`src/rtl/genius_game_core_if.sv`:
```
// Signal bundle between the Genius game core and its buttons, timers and video layer.
interface genius_game_core_if;
    logic       R;
    logic [2:0] B;
    logic [1:0] C;
    logic       END_1;
    logic       END_2;
    logic       START_1;
    logic       START_2;
    logic       VGA_FLAG;
    logic       VGA_LOSE;
    logic       VGA_WIN;
    logic [1:0] VGA;
    logic [3:0] estado_atual;
    logic [3:0] estado_futuro;
    logic [6:0] SPRITES_FLAGS;

    modport master (
        output R, B, C, END_1, END_2,
        input  START_1, START_2, VGA_FLAG, VGA_LOSE, VGA_WIN, VGA,
        input  estado_atual, estado_futuro, SPRITES_FLAGS
    );

    modport slave (
        input  R, B, C, END_1, END_2,
        output START_1, START_2, VGA_FLAG, VGA_LOSE, VGA_WIN, VGA,
        output estado_atual, estado_futuro, SPRITES_FLAGS
    );
endinterface

```
`src/rtl/genius_game_core.sv`:
```
// Genius (Simon) game controller: grows a random colour sequence, shows it,
// checks the player's presses against it, and drives the sprite enables.
module genius_game_core #(
    parameter int unsigned MAX_LEN   = 32,
    parameter logic [7:0]  LFSR_SEED = 8'hA5
) (
    input logic               CLK,
    input logic               RESET,
    genius_game_core_if.slave bus
);
    localparam int unsigned IDX_W = $clog2(MAX_LEN);
    localparam int unsigned LEN_W = IDX_W + 1;

    typedef enum logic [3:0] {
        S_IDLE      = 4'd0,
        S_START     = 4'd1,
        S_ADD       = 4'd2,
        S_SHOW      = 4'd3,
        S_SHOW_WAIT = 4'd4,
        S_GAP       = 4'd5,
        S_ARM       = 4'd6,
        S_INPUT     = 4'd7,
        S_CHECK     = 4'd8,
        S_WIN       = 4'd9,
        S_LOSE      = 4'd10
    } state_t;

    state_t           state_q, state_d;
    logic             r_q;
    logic [7:0]       lfsr_q;
    logic [LEN_W-1:0] len_q;
    logic [IDX_W-1:0] idx_q;
    logic [1:0]       seq_mem [MAX_LEN];

    logic             start_1_q, start_2_q, vga_flag_q, vga_lose_q, vga_win_q;
    logic [1:0]       vga_q;
    logic             start_1_d, start_2_d, vga_flag_d, vga_lose_d, vga_win_d;
    logic [1:0]       vga_d;

    logic             press, power_press, colour_press, colour_valid, last_idx;
    logic [1:0]       colour, seq_cur;
    logic [LEN_W-1:0] target;
    logic [6:0]       sprites;

    // Map button codes onto colour indices; anything else is not a colour.
    always_comb begin
        colour_valid = 1'b1;
        colour       = 2'd0;
        case (bus.B)
            3'd2:    colour = 2'd0;
            3'd3:    colour = 2'd1;
            3'd4:    colour = 2'd2;
            3'd6:    colour = 2'd3;
            default: colour_valid = 1'b0;
        endcase
    end

    assign press        = bus.R & ~r_q;
    assign power_press  = press & (bus.B == 3'd1);
    assign colour_press = press & colour_valid;
    assign seq_cur      = seq_mem[idx_q];
    assign last_idx     = (LEN_W'(idx_q) == (len_q - LEN_W'(1)));
    assign target       = LEN_W'(4) << bus.C;

    // State register.
    always_ff @(posedge CLK or posedge RESET) begin
        if (RESET) state_q <= S_IDLE;
        else       state_q <= state_d;
    end

    // Next-state logic; a POWER press outside IDLE overrides everything.
    always_comb begin
        state_d = state_q;
        case (state_q)
            S_IDLE:      if (power_press) state_d = S_START;
            S_START:     state_d = S_ADD;
            S_ADD:       state_d = S_SHOW;
            S_SHOW:      state_d = S_SHOW_WAIT;
            S_SHOW_WAIT: if (bus.END_1) state_d = last_idx ? S_ARM : S_GAP;
            S_GAP:       state_d = S_SHOW;
            S_ARM:       state_d = S_INPUT;
            S_INPUT: begin
                if (bus.END_2)
                    state_d = S_LOSE;
                else if (colour_press)
                    state_d = (colour != seq_cur) ? S_LOSE : (last_idx ? S_CHECK : S_INPUT);
            end
            S_CHECK:     state_d = (len_q == target) ? S_WIN : S_ADD;
            S_WIN:       state_d = S_WIN;
            S_LOSE:      state_d = S_LOSE;
            default:     state_d = S_IDLE;
        endcase
        if (power_press && (state_q != S_IDLE)) state_d = S_IDLE;
    end

    // Output logic: next values of the registered outputs.
    always_comb begin
        start_1_d  = (state_d == S_SHOW);
        start_2_d  = (state_d == S_ARM) ||
                     ((state_q == S_INPUT) && (state_d == S_INPUT) && colour_press);
        vga_flag_d = (state_d == S_SHOW_WAIT);
        vga_lose_d = (state_d == S_LOSE);
        vga_win_d  = (state_d == S_WIN);
        vga_d      = vga_q;
        if (state_q == S_SHOW) vga_d = seq_cur;
        if (state_d == S_IDLE) vga_d = 2'd0;
    end

    // Output registers.
    always_ff @(posedge CLK or posedge RESET) begin
        if (RESET) begin
            start_1_q  <= 1'b0;
            start_2_q  <= 1'b0;
            vga_flag_q <= 1'b0;
            vga_lose_q <= 1'b0;
            vga_win_q  <= 1'b0;
            vga_q      <= 2'd0;
        end else begin
            start_1_q  <= start_1_d;
            start_2_q  <= start_2_d;
            vga_flag_q <= vga_flag_d;
            vga_lose_q <= vga_lose_d;
            vga_win_q  <= vga_win_d;
            vga_q      <= vga_d;
        end
    end

    // Press history, free-running LFSR, sequence length and play/check index.
    always_ff @(posedge CLK or posedge RESET) begin
        if (RESET) begin
            r_q    <= 1'b0;
            lfsr_q <= LFSR_SEED;
            len_q  <= '0;
            idx_q  <= '0;
        end else begin
            r_q    <= bus.R;
            lfsr_q <= {lfsr_q[6:0], lfsr_q[7] ^ lfsr_q[5] ^ lfsr_q[4] ^ lfsr_q[3]};
            case (state_q)
                S_START: begin
                    len_q <= '0;
                    idx_q <= '0;
                end
                S_ADD: begin
                    len_q <= len_q + LEN_W'(1);
                    idx_q <= '0;
                end
                S_SHOW_WAIT: begin
                    if (state_d == S_ARM)      idx_q <= '0;
                    else if (state_d == S_GAP) idx_q <= idx_q + IDX_W'(1);
                end
                S_INPUT: if ((state_d == S_INPUT) && colour_press) idx_q <= idx_q + IDX_W'(1);
                default: ;
            endcase
        end
    end

    // Sequence memory: append the current random colour in ADD.
    always_ff @(posedge CLK) begin
        if (state_q == S_ADD) seq_mem[len_q[IDX_W-1:0]] <= lfsr_q[1:0];
    end

    // Sprite enables: shown colour wins, otherwise the colour on the buttons.
    always_comb begin
        sprites = '0;
        if (!RESET) begin
            if (vga_flag_q)        sprites[3:0] = 4'b0001 << vga_q;
            else if (colour_valid) sprites[3:0] = 4'b0001 << colour;
            sprites[4] = vga_lose_q;
            sprites[5] = vga_win_q;
            sprites[6] = (bus.B == 3'd1);
        end
    end

    assign bus.START_1       = start_1_q;
    assign bus.START_2       = start_2_q;
    assign bus.VGA_FLAG      = vga_flag_q;
    assign bus.VGA_LOSE      = vga_lose_q;
    assign bus.VGA_WIN       = vga_win_q;
    assign bus.VGA           = vga_q;
    assign bus.estado_atual  = state_q;
    assign bus.estado_futuro = state_d;
    assign bus.SPRITES_FLAGS = sprites;
endmodule

```
`src/flat_wrapper.sv`:
```
// flat-port wrapper written by rule: the top's interface ports become plain ports
module genius_game_core_flat 
#(
    parameter int unsigned MAX_LEN   = 32,
    parameter logic [7:0]  LFSR_SEED = 8'hA5
)
  (CLK, RESET, bus_R, bus_B, bus_C, bus_END_1, bus_END_2, bus_START_1, bus_START_2, bus_VGA_FLAG, bus_VGA_LOSE, bus_VGA_WIN, bus_VGA, bus_estado_atual, bus_estado_futuro, bus_SPRITES_FLAGS);
  genius_game_core_if bus_i ();
  input logic CLK;
  input logic RESET;
  input wire logic [$bits(bus_i.R)-1:0] bus_R;
  input wire logic [$bits(bus_i.B)-1:0] bus_B;
  input wire logic [$bits(bus_i.C)-1:0] bus_C;
  input wire logic [$bits(bus_i.END_1)-1:0] bus_END_1;
  input wire logic [$bits(bus_i.END_2)-1:0] bus_END_2;
  output wire logic [$bits(bus_i.START_1)-1:0] bus_START_1;
  output wire logic [$bits(bus_i.START_2)-1:0] bus_START_2;
  output wire logic [$bits(bus_i.VGA_FLAG)-1:0] bus_VGA_FLAG;
  output wire logic [$bits(bus_i.VGA_LOSE)-1:0] bus_VGA_LOSE;
  output wire logic [$bits(bus_i.VGA_WIN)-1:0] bus_VGA_WIN;
  output wire logic [$bits(bus_i.VGA)-1:0] bus_VGA;
  output wire logic [$bits(bus_i.estado_atual)-1:0] bus_estado_atual;
  output wire logic [$bits(bus_i.estado_futuro)-1:0] bus_estado_futuro;
  output wire logic [$bits(bus_i.SPRITES_FLAGS)-1:0] bus_SPRITES_FLAGS;
  assign bus_i.R = bus_R;
  assign bus_i.B = bus_B;
  assign bus_i.C = bus_C;
  assign bus_i.END_1 = bus_END_1;
  assign bus_i.END_2 = bus_END_2;
  assign bus_START_1 = bus_i.START_1;
  assign bus_START_2 = bus_i.START_2;
  assign bus_VGA_FLAG = bus_i.VGA_FLAG;
  assign bus_VGA_LOSE = bus_i.VGA_LOSE;
  assign bus_VGA_WIN = bus_i.VGA_WIN;
  assign bus_VGA = bus_i.VGA;
  assign bus_estado_atual = bus_i.estado_atual;
  assign bus_estado_futuro = bus_i.estado_futuro;
  assign bus_SPRITES_FLAGS = bus_i.SPRITES_FLAGS;
  genius_game_core #(.MAX_LEN(MAX_LEN), .LFSR_SEED(LFSR_SEED)) u_core (.CLK(CLK), .RESET(RESET), .bus(bus_i));
endmodule
```
`config.mk`:
```
export PLATFORM = sky130hd
export DESIGN_NAME = genius_game_core_flat
export DESIGN_NICKNAME = d
export VERILOG_FILES = /design/src/rtl/genius_game_core_if.sv /design/src/rtl/genius_game_core.sv /design/src/flat_wrapper.sv
export SDC_FILE = /design/constraint.sdc
export NUM_CORES = 1
export LEC_CHECK = 0
export CORE_ASPECT_RATIO = 0.75
export CORE_MARGIN = 3
export CORE_UTILIZATION = 27
export DETAILED_ROUTE_END_ITERATION = 10
export REMOVE_ABC_BUFFERS = 1
export SYNTH_ARGS = -nofsm -noshare
export SYNTH_HDL_FRONTEND = slang
export SYNTH_SLANG_ARGS = --single-unit
```
`constraint.sdc`:
```
create_clock -name CLK -period 7 [get_ports CLK]
set_input_delay 0.7 -clock CLK [delete_from_list [all_inputs] [get_ports CLK]]
set_output_delay 0.7 -clock CLK [all_outputs]
set_load 0.05 [all_outputs]
```
## After elaboration in Yosys (flattened, before gate mapping)

Memory sizes are Yosys's and may differ from the RTL's.
Index checks and enable logic that the tools add are counted.

- Register bits: 31
- Latch bits: 0
- Bits in writable memories: 64
- Memory bits (read-only): 0
- Input bits: 10
- Output and inout port bits: 22
- Logic and storage cells: 91
- Memories kept: 1

Memory list:

| name | depth | width | read ports | clocked after memory_dff | write ports | line | source |
|---|---|---|---|---|---|---|---|
| u_core.seq_mem | 32 | 2 | 1 | 0 | 1 | genius_game_core.sv:33 | `logic [1:0] seq_mem [MAX_LEN];` |

- Add/sub/neg operators: 3
- $mul: 0
- Divide/modulo/power cells: 0
- Magnitude comparators: 0
- Equal/unequal tests: 27
- Shift operators: 3
- Mux-type cells: 24
- Bitwise logic cells: 7
- Reductions and logical operators: 15

Operator list:

| kind | number |
|---|---|
| 4-bit 2-to-1 mux | 10 |
| 4-bit case mux with 10 select lines | 1 |
| 4-bit by 3-bit equality test with 1-bit output, second input constant | 8 |
| 4-bit equality test, second input constant | 5 |
| 5-bit 2-to-1 mux | 3 |
| 5-bit case mux with 3 select lines | 1 |
| 4-bit by 2-bit equality test with 1-bit output, second input constant | 3 |
| 6-bit case mux with 2 select lines | 1 |
| 4-bit logical NOT | 2 |
| 1-bit by 2-bit left shift with 4-bit output, first input constant | 2 |
| 7-bit 2-to-1 mux | 1 |
| 6-bit by 1-bit adder with 6-bit output, second input constant | 1 |
| 3-bit by 2-bit equality test with 1-bit output, second input constant | 2 |
| 3-bit equality test, second input constant | 2 |
| 5-bit by 6-bit equality test with 1-bit output | 1 |
| 6-bit equality test | 1 |
| 2-bit 2-to-1 mux | 3 |
| 2-bit case mux with 3 select lines | 1 |
| 3-bit by 2-bit left shift with 6-bit output, first input constant | 1 |
| 6-bit by 1-bit subtractor with 6-bit output, second input constant | 1 |
| 5-bit by 1-bit adder with 5-bit output, second input constant | 1 |
| 4-bit by 1-bit equality test with 1-bit output, second input constant | 1 |
| 1-bit logical AND | 4 |
| 2-bit nonzero test | 2 |
| 14 further kinds | 21 |

## Depth between registers and ports, before layout

Gate-level depths: netlist of run 1.

- Depth after elaboration: 12
- Mapped depth: 13

## Worst setup path after synthesis of run 1

OpenSTA, ideal clock, no wires.

- Kind: reg2out
- Start point: register u_core.idx_q[2]
- End point: output port bus_estado_futuro[3]
- Arrival: 2.994 ns
- Required time: 6.300 ns
- Setup slack: 3.306 ns
- Stages on the path, launching flop included: 10
- Cells stage by stage: dfrtp_1 -> buf_2 -> nor2_1 -> a22oi_1 -> a211oi_1 -> nor4_4 -> xnor2_1 -> nand3_1 -> a21oi_1 -> o21ai_0

- Word-level cells in the longest chain between the ends: 7
- Elaborated cells on any way between the ends: 9

RTL lines:

| item | line | source |
|---|---|---|
| start: declaration | genius_game_core.sv:32 | `logic [IDX_W-1:0] idx_q;` |
| start signal: assignment | genius_game_core.sv:149 | `else if (state_d == S_GAP) idx_q <= idx_q + IDX_W'(1);` |
| start signal: assignment | genius_game_core.sv:151 | `S_INPUT: if ((state_d == S_INPUT) && colour_press) idx_q <= idx_q + IDX_W'(1);` |
| memory read 32 x 2 bit / 5-bit by 6-bit equality test with 1-bit output (equally long branches) | -- |  |
| 2-bit != test / 4-bit 2-to-1 mux (equally long branches) | genius_game_core.sv:86 | `state_d = (colour != seq_cur) ? S_LOSE : (last_idx ? S_CHECK : S_INPUT);` |
| 4-bit 2-to-1 mux (*) | genius_game_core.sv:86 |  |
| 4-bit 2-to-1 mux (*) | genius_game_core.sv:85 | `else if (colour_press)` |
| 4-bit 2-to-1 mux (*) | genius_game_core.sv:83 | `if (bus.END_2)` |
| 4-bit case mux with 10 select lines (*) | genius_game_core.sv:74 | `case (state_q)` |
| 4-bit 2-to-1 mux (*) | genius_game_core.sv:93 | `if (power_press && (state_q != S_IDLE)) state_d = S_IDLE;` |
| end: declaration | flat_wrapper.sv:23 | `output wire logic [$bits(bus_i.estado_futuro)-1:0] bus_estado_futuro;` |

Every way passes the cells marked *; elsewhere a longest branch is shown, timed or not.

## Worst setup path in the final report of run 1

- Start point: register u_core.idx_q[0]
- End point: output port bus_estado_futuro[0]

- Word-level cells in the longest chain between the ends: 7
- Elaborated cells on any way between the ends: 11

RTL lines:

| item | line |
|---|---|
| memory read 32 x 2 bit / 5-bit by 6-bit equality test with 1-bit output (equally long branches) | -- |
| 2-bit != test / 4-bit 2-to-1 mux (equally long branches) | genius_game_core.sv:86 |
| 4-bit 2-to-1 mux | genius_game_core.sv:86 |
| 4-bit 2-to-1 mux | genius_game_core.sv:85 |
| 4-bit 2-to-1 mux | genius_game_core.sv:83 |
| 4-bit case mux with 10 select lines (*) | genius_game_core.sv:74 |
| 4-bit 2-to-1 mux (*) | genius_game_core.sv:93 |

Marked as above.

==> results of run 1 <==
synth_stat cells (all sizes together), types with 2 or more instances:
cell	count	share of area
a32oi	3	0.0056
nor2	51	0.041
o21a	3	0.0048
ha	5	0.013
inv	13	0.010
and2	2	0.0027
nor2b	11	0.015
nand4	2	0.0027
nand2b	11	0.015
mux2	2	0.0056
clkbuf	8	0.0064
buf	10	0.019
dfstp	4	0.023
xor2	2	0.0038
a21boi	2	0.0032
mux2i	36	0.077
or3	3	0.0040
nand2	22	0.018
o31ai	5	0.012
o22ai	2	0.0027
or2	2	0.0027
a211oi	4	0.0064
dfrtp	27	0.15
and3	2	0.0027
nor4	3	0.010
nor4b	2	0.0038
nand3b	4	0.0064
o21ai	9	0.012
a21oi	13	0.014
nor3	9	0.011
a22oi	16	0.026
o211ai	4	0.0075
a31oi	2	0.0027
or3b	2	0.0038
nand3	10	0.011
edfxtp	64	0.41
xnor2	9	0.017
cell type report:
cell class / instances / area (um2)
sequential: 95 / 2700
multi-input combinational: 263 / 1790
clock buffer: 9 / 225
inverter: 13 / 48.8
fill: 1620 / 11000
tap: 210 / 263
clock inverter: 7 / 68.8
timing repair buffer: 32 / 318
critical path: stages, from the launching register on:
cell and delay [ns]:
dfrtp_2 1.05, mux2i_1 0.21, a22oi_1 0.32, a21oi_1 0.17, nor4_4 0.36, xnor2_1 0.20, nand3_1 0.18, o31ai_4 0.32
nand2_1 0.18, inv_1 0.13, clkdlybuf4s50_1 0.81
per-stage QoR:
step                std cells  utilization  setup slack (ns)  instance area [um2]
global route              629        0.329              1.75                 5420
floorplan                 371            -              2.49                 4540
finish                    629        0.329              2.02                 5420
global placement          613        0.311              2.33                 5120
CTS                       629        0.329              1.95                 5420
detailed placement        613        0.311              2.32                 5120
routing by layer:
layer  wire, um  GRT usage  up-vias
met3        565     0.0306       13
met4        123     0.0320        0
li1           -          -     1478
met5          0          0        -
met1       5310      0.173     1564
met2       4680      0.167       77
final timing paths:
path	startpoint	endpoint	slack [ns]	depth (start not counted)
setup reg to reg	u_core.idx_q[0]$_DFFE_PP0P_	u_core.idx_q[3]$_DFFE_PP0P_	3.15	11
hold / removal	u_core.lfsr_q[6]$_DFF_PP0_	u_core.lfsr_q[7]$_DFF_PP1_	0.36	0
setup / recovery	u_core.idx_q[0]$_DFFE_PP0P_	bus_estado_futuro[0]	2.02	10
min in group asynchronous	RESET	u_core.r_q$_DFF_PP0_	0.69	2
hold reg to reg	u_core.lfsr_q[6]$_DFF_PP0_	u_core.lfsr_q[7]$_DFF_PP1_	0.36	0
max in group asynchronous	RESET	u_core.lfsr_q[2]$_DFF_PP1_	5.68	3
kinds of logic (layout without fill, tap and decap cells):
kind of cell	after synthesis	in the layout	synth area share
AND/OR/NAND/NOR	138	138	0.153
flip-flops	95	95	0.580
AO/OA/AOI/OAI	71	71	0.114
multiplexers	38	38	0.0830
buffers and inverters	31	61	0.0357
XOR/XNOR	11	11	0.0207
adder cells (fa/ha/maj)	5	5	0.0134
power by group:
part	leakage [nW]	total (W)	internal (W)	switching, W
Sequential	1.02	0.000776	0.000646	0.000130
Combinational	0.715	0.000905	0.000337	0.000568
Clock	0.147	0.000486	0.000253	0.000233
Total	1.88	0.00217	0.00124	0.000931
registers in the layout, summed over array words and instances, names as in the netlist:
name / count
u_core.bus.VGA_LOSE: 1
u_core.bus.VGA_WIN: 1
u_core.seq_mem: 64
u_core.bus.START_2: 1
u_core.r_q: 1
u_core.bus.START_1: 1
u_core.bus.estado_atual: 4
u_core.len_q: 6
u_core.bus.VGA_FLAG: 1
u_core.bus.VGA: 2
u_core.lfsr_q: 8
u_core.idx_q: 5
==> metrics, run 1 <==
status=finished, final reports clean; core area=0.0165 mm2; DIE HEIGHT=120 um; vias post-DR=3132; # setup viols final=0; cts hold-fix bufs=0; Post-CTS Setup Bufs=0; layout cells sized above 1=0.0883; Clk pin slew, worst setup/hold paths=0.07 ns; DRC=0; WP data arrival=4.28 ns; post-synthesis sequential area ratio=0.580; Final period util=0.712; max-slew violation count=0; Syn Inst Count=389; clock root cell=clkbuf_16; Synth warnings=0; Rows=40; Max-cap violations=0; P_leak=1.88 nW; Peak VDD IR=231 uV; Antenna Violating Nets Remaining=0; detailed-router iteration count before antenna repair=4; initial antenna violation count=0; clk sinks=95; Required @ worst endpoint=6.30 ns; crit-path max FO=36; number of global-route vias before repair=3054; CTS tree=built; most common cell after layout, fill and taps aside=edfxtp_1; CTS max path bufs=2; die area=0.0189 mm2; slew margin rel.=0.287; largest net degree at the start of global routing=37; skew final=0.0142 ns; I/O Pins=32; Total GRT Usage=0.116; worst slew pin tran=1.07 ns; WL final=10700 um; Iteration-0 DRC Markers=242; Final Power=0.00217 W; Final nets=429; prevailing post-synth register cell=edfxtp_1; Remaining Overflow, GRT=0; post-CTS sizing=0; Area Overhead vs Synth=16.3%; commonest non-fill, non-tap cells in the layout=edfxtp_1 (64), nor2_1 (51), mux2i_1 (36); crit path time final=4.98 ns; critical path launch point type=flop; EDFF count, synth=64; Clock Latency Late Sink=0.35 ns; CTS Buf Count=9; worst hold slack=0.364 ns; Synth cell types=60; first-pass GRT wire length=17000 um; Worst Path Class, Setup=reg -> out; n_diodes=0; Post-Syn Area per Cell=12.0 um2; achievable frequency=0.201 GHz; Pwr Density=400 mW/mm2; Chip Width=158 um; htree depth=3; HPWL after DPL=7310 um; drt wl/cell=17.0 um; worst min path class=reg -> reg; Worst setup EP type=primary output; setup_tns=0 ns; RSZ-0062 raised after global routing=false; Fin. Hold Viols=0; vias per cell=4.98; gpl congestion=0.895; Initial Utilization=0.283; port buffer count=31; register bit total from synthesis=95; Post-Syn Area=0.00466 mm2; Async S/R FF share, synth=0.326
No activity file was read; power rests on OpenSTA's default activity.
==> run 2: changes to the inputs <==
==> constraint.sdc (replaced) <==
create_clock -name CLK -period 4.1 [get_ports CLK]
set_input_delay 0.41 -clock CLK [delete_from_list [all_inputs] [get_ports CLK]]
set_output_delay 0.41 -clock CLK [all_outputs]
set_load 0.05 [all_outputs]
==> run 2 against run 1 <==
Compared with the run above:
- sequential power increased by 65%
- worst hold slack got worse by 0.0095 ns
- clock power increased by 85%
- sequential share of layout area decreased by 1.1 points
- flip-flop and latch count unchanged
- highest routed layer unchanged
==> metrics, run 2 (synthesized netlist as in run 1, its figures left out) <==
detailed-router iteration count before antenna repair=4; internal power=0.00228 W; max-slew violation count=0; Remaining Overflow, GRT=0; Initial Utilization=0.283; Antenna Violating Nets Remaining=0; Final Util=0.336; CTS Buf Count=9; Total GRT Usage=0.110; worst slew pin tran=1.04 ns; n_diodes=0; cts hold-fix bufs=0; initial antenna violation count=0; drt wl/cell=16.0 um; vias per cell=4.88; Required @ worst endpoint=3.69 ns; Area Overhead vs Synth=18.9%; Fin. Hold Viols=0; family with the most delay on the worst path=compound AO/OA/AOI/OAI gates; P_leak=1.93 nW; Sw Share=0.402; Fill cells=1612; htree depth=3; Peak VDD IR=427 uV; DRC=0; register area=0.00270 mm2; number of global-route vias before repair=2994; commonest non-fill, non-tap cells in the layout=edfxtp_1 (64), nor2_1 (51), mux2i_1 (36); Worst setup EP type=primary output; vias post-DR=3109; Critical-path top delay cell=dfrtp_2; Gate power share=0.429; RSZ-0062 raised after global routing=false; Clk pin slew, worst setup/hold paths=0.06 ns; first-pass GRT wire length=16200 um; status=finished, final reports clean; I/O Pins=32; max FFs per register=64; core area=0.0165 mm2; worst min path class=reg -> reg; Rows=40; Pwr Density=689 mW/mm2; Chip Width=158 um; Worst Path Class, Setup=reg -> out; port buffer count=31; Max-cap violations=0; Top cell by count, worst path=a21oi_1; CP peak stage delay=0.56 ns; CTS max path bufs=2; setup_tns=0 ns; gpl congestion=0.813; DIE HEIGHT=120 um; Clock Latency Late Sink=0.34 ns; Flop pwr share=0.334; die area=0.0189 mm2; clock power share=0.236; WL final=10200 um; CP Cell Sequence=buf_12 -> mux2i_1 -> a22oi_1 -> a21oi_1 -> nor4_4 -> xor2_1 -> nand3_1 -> a21oi_1 -> o211ai_1 -> inv_1 -> buf_4; crit path time final=3.85 ns; Finished Layout Cells=637; HPWL after DPL=7250 um; clock root cell=clkbuf_16; crit-path max FO=16; achievable frequency=0.260 GHz; Iteration-0 DRC Markers=203; switching power total=0.00153 W; Final period util=0.940; layout cells sized above 1=0.117; Final Power=0.00382 W; # setup viols final=0; area of the multi-input gates=0.00180 mm2; slew margin rel.=0.308; CTS tree=built; clk sinks=95; WP data arrival=3.44 ns; largest net degree at the start of global routing=34; worst path bufs/invs=3; skew final=0.0102 ns; DP Cell Count=621; critical path launch point type=flop; most common cell after layout, fill and taps aside=edfxtp_1; Final nets=437
==> run 2: changes by cell type in the layout (fill, tap and decap cells not counted), moves of 2 or more <==
| cell | delta |
|---|---|
| inv_8 | -3 |
| buf_12 | +2 |
| nor2b_1 | -2 |
| buf_4 | +9 |
| clkdlybuf4s50_1 | -3 |
| inv_6 | -3 |
| bufinv_16 | +2 |
| clkinv_4 | +2 |
| nor2b_2 | +2 |
==> run 2: worst register-to-register path, stage by stage, from the launching register on <==
cell and delay (ns):
dfrtp_2 0.56, buf_12 0.22, mux2i_1 0.10, a22oi_1 0.35, a21oi_1 0.17, nor4_4 0.32
xor2_1 0.26, nand3_1 0.20, o31ai_4 0.32, mux2_4 0.36, o21ai_4 0.22, nand2_2 0.12
o31ai_2 0.22
==> run 2: per-layer routing <==
layer | vias to the layer above | wire length, um | track usage
met4 | 0 | 93 | 0.0233
li1 | 1493 | - | -
met3 | 8 | 386 | 0.0285
met2 | 51 | 4540 | 0.160
met5 | - | 0 | 0
met1 | 1557 | 5160 | 0.165
==> run 2: layout make-up <==
class / instances / share of cell area
clock buffers: 10 / 0.0431
clock inverters: 6 / 0.0169
inverters: 13 / 0.00881
multi-input cells: 263 / 0.324
flip-flops and latches: 95 / 0.488
well taps: 210 / 0.0474
repair buffers: 40 / 0.0714
==> run 2: path summary, 6_finish.rpt <==
| check | slack (ns) | endpoint | start | cells past startpoint |
|---|---|---|---|---|
| max | 0.25 | bus_estado_futuro[2] | u_core.idx_q[0]$_DFFE_PP0P_ | 11 |
| min in group asynchronous | 0.72 | u_core.bus.estado_atual[0]$_DFF_PP0_ | RESET | 2 |
| max in group asynchronous | 2.68 | u_core.idx_q[0]$_DFFE_PP0P_ | RESET | 3 |
| min | 0.35 | u_core.lfsr_q[7]$_DFF_PP1_ | u_core.lfsr_q[6]$_DFF_PP0_ | 0 |
| max reg2reg | 0.59 | u_core.idx_q[3]$_DFFE_PP0P_ | u_core.idx_q[0]$_DFFE_PP0P_ | 12 |
| min reg2reg | 0.35 | u_core.lfsr_q[7]$_DFF_PP1_ | u_core.lfsr_q[6]$_DFF_PP0_ | 0 |
==> run 2: timing repair <==
action,in CTS,in global routing
resized for setup,0,2
setup endpoints to repair,0,1
setup buffers,0,0
==> run 2: power groups by stage <==
stage / clock network (W) / logic [W] / registers [W]
final: 0.000901 / 0.00164 / 0.00128
after global routing: 0.000970 / 0.00176 / 0.00130
after CTS: 0.000918 / 0.00164 / 0.00127
after detailed placement: 0 / 0.00163 / 0.00129
after global placement: 0 / 0.00161 / 0.00128
after floorplan: 0 / 0.000999 / 0.00141
==> run 2: metrics by stage <==
step                      hold slack [ns]  instance area [um2]  setup WS, ns
after floorplan                     0.333                 4540        -0.168
after global placement              0.339                 5200         0.573
after detailed placement            0.342                 5200         0.478
after CTS                           0.356                 5530         0.211
after global routing                0.370                 5540        0.0432
final                               0.354                 5540         0.248
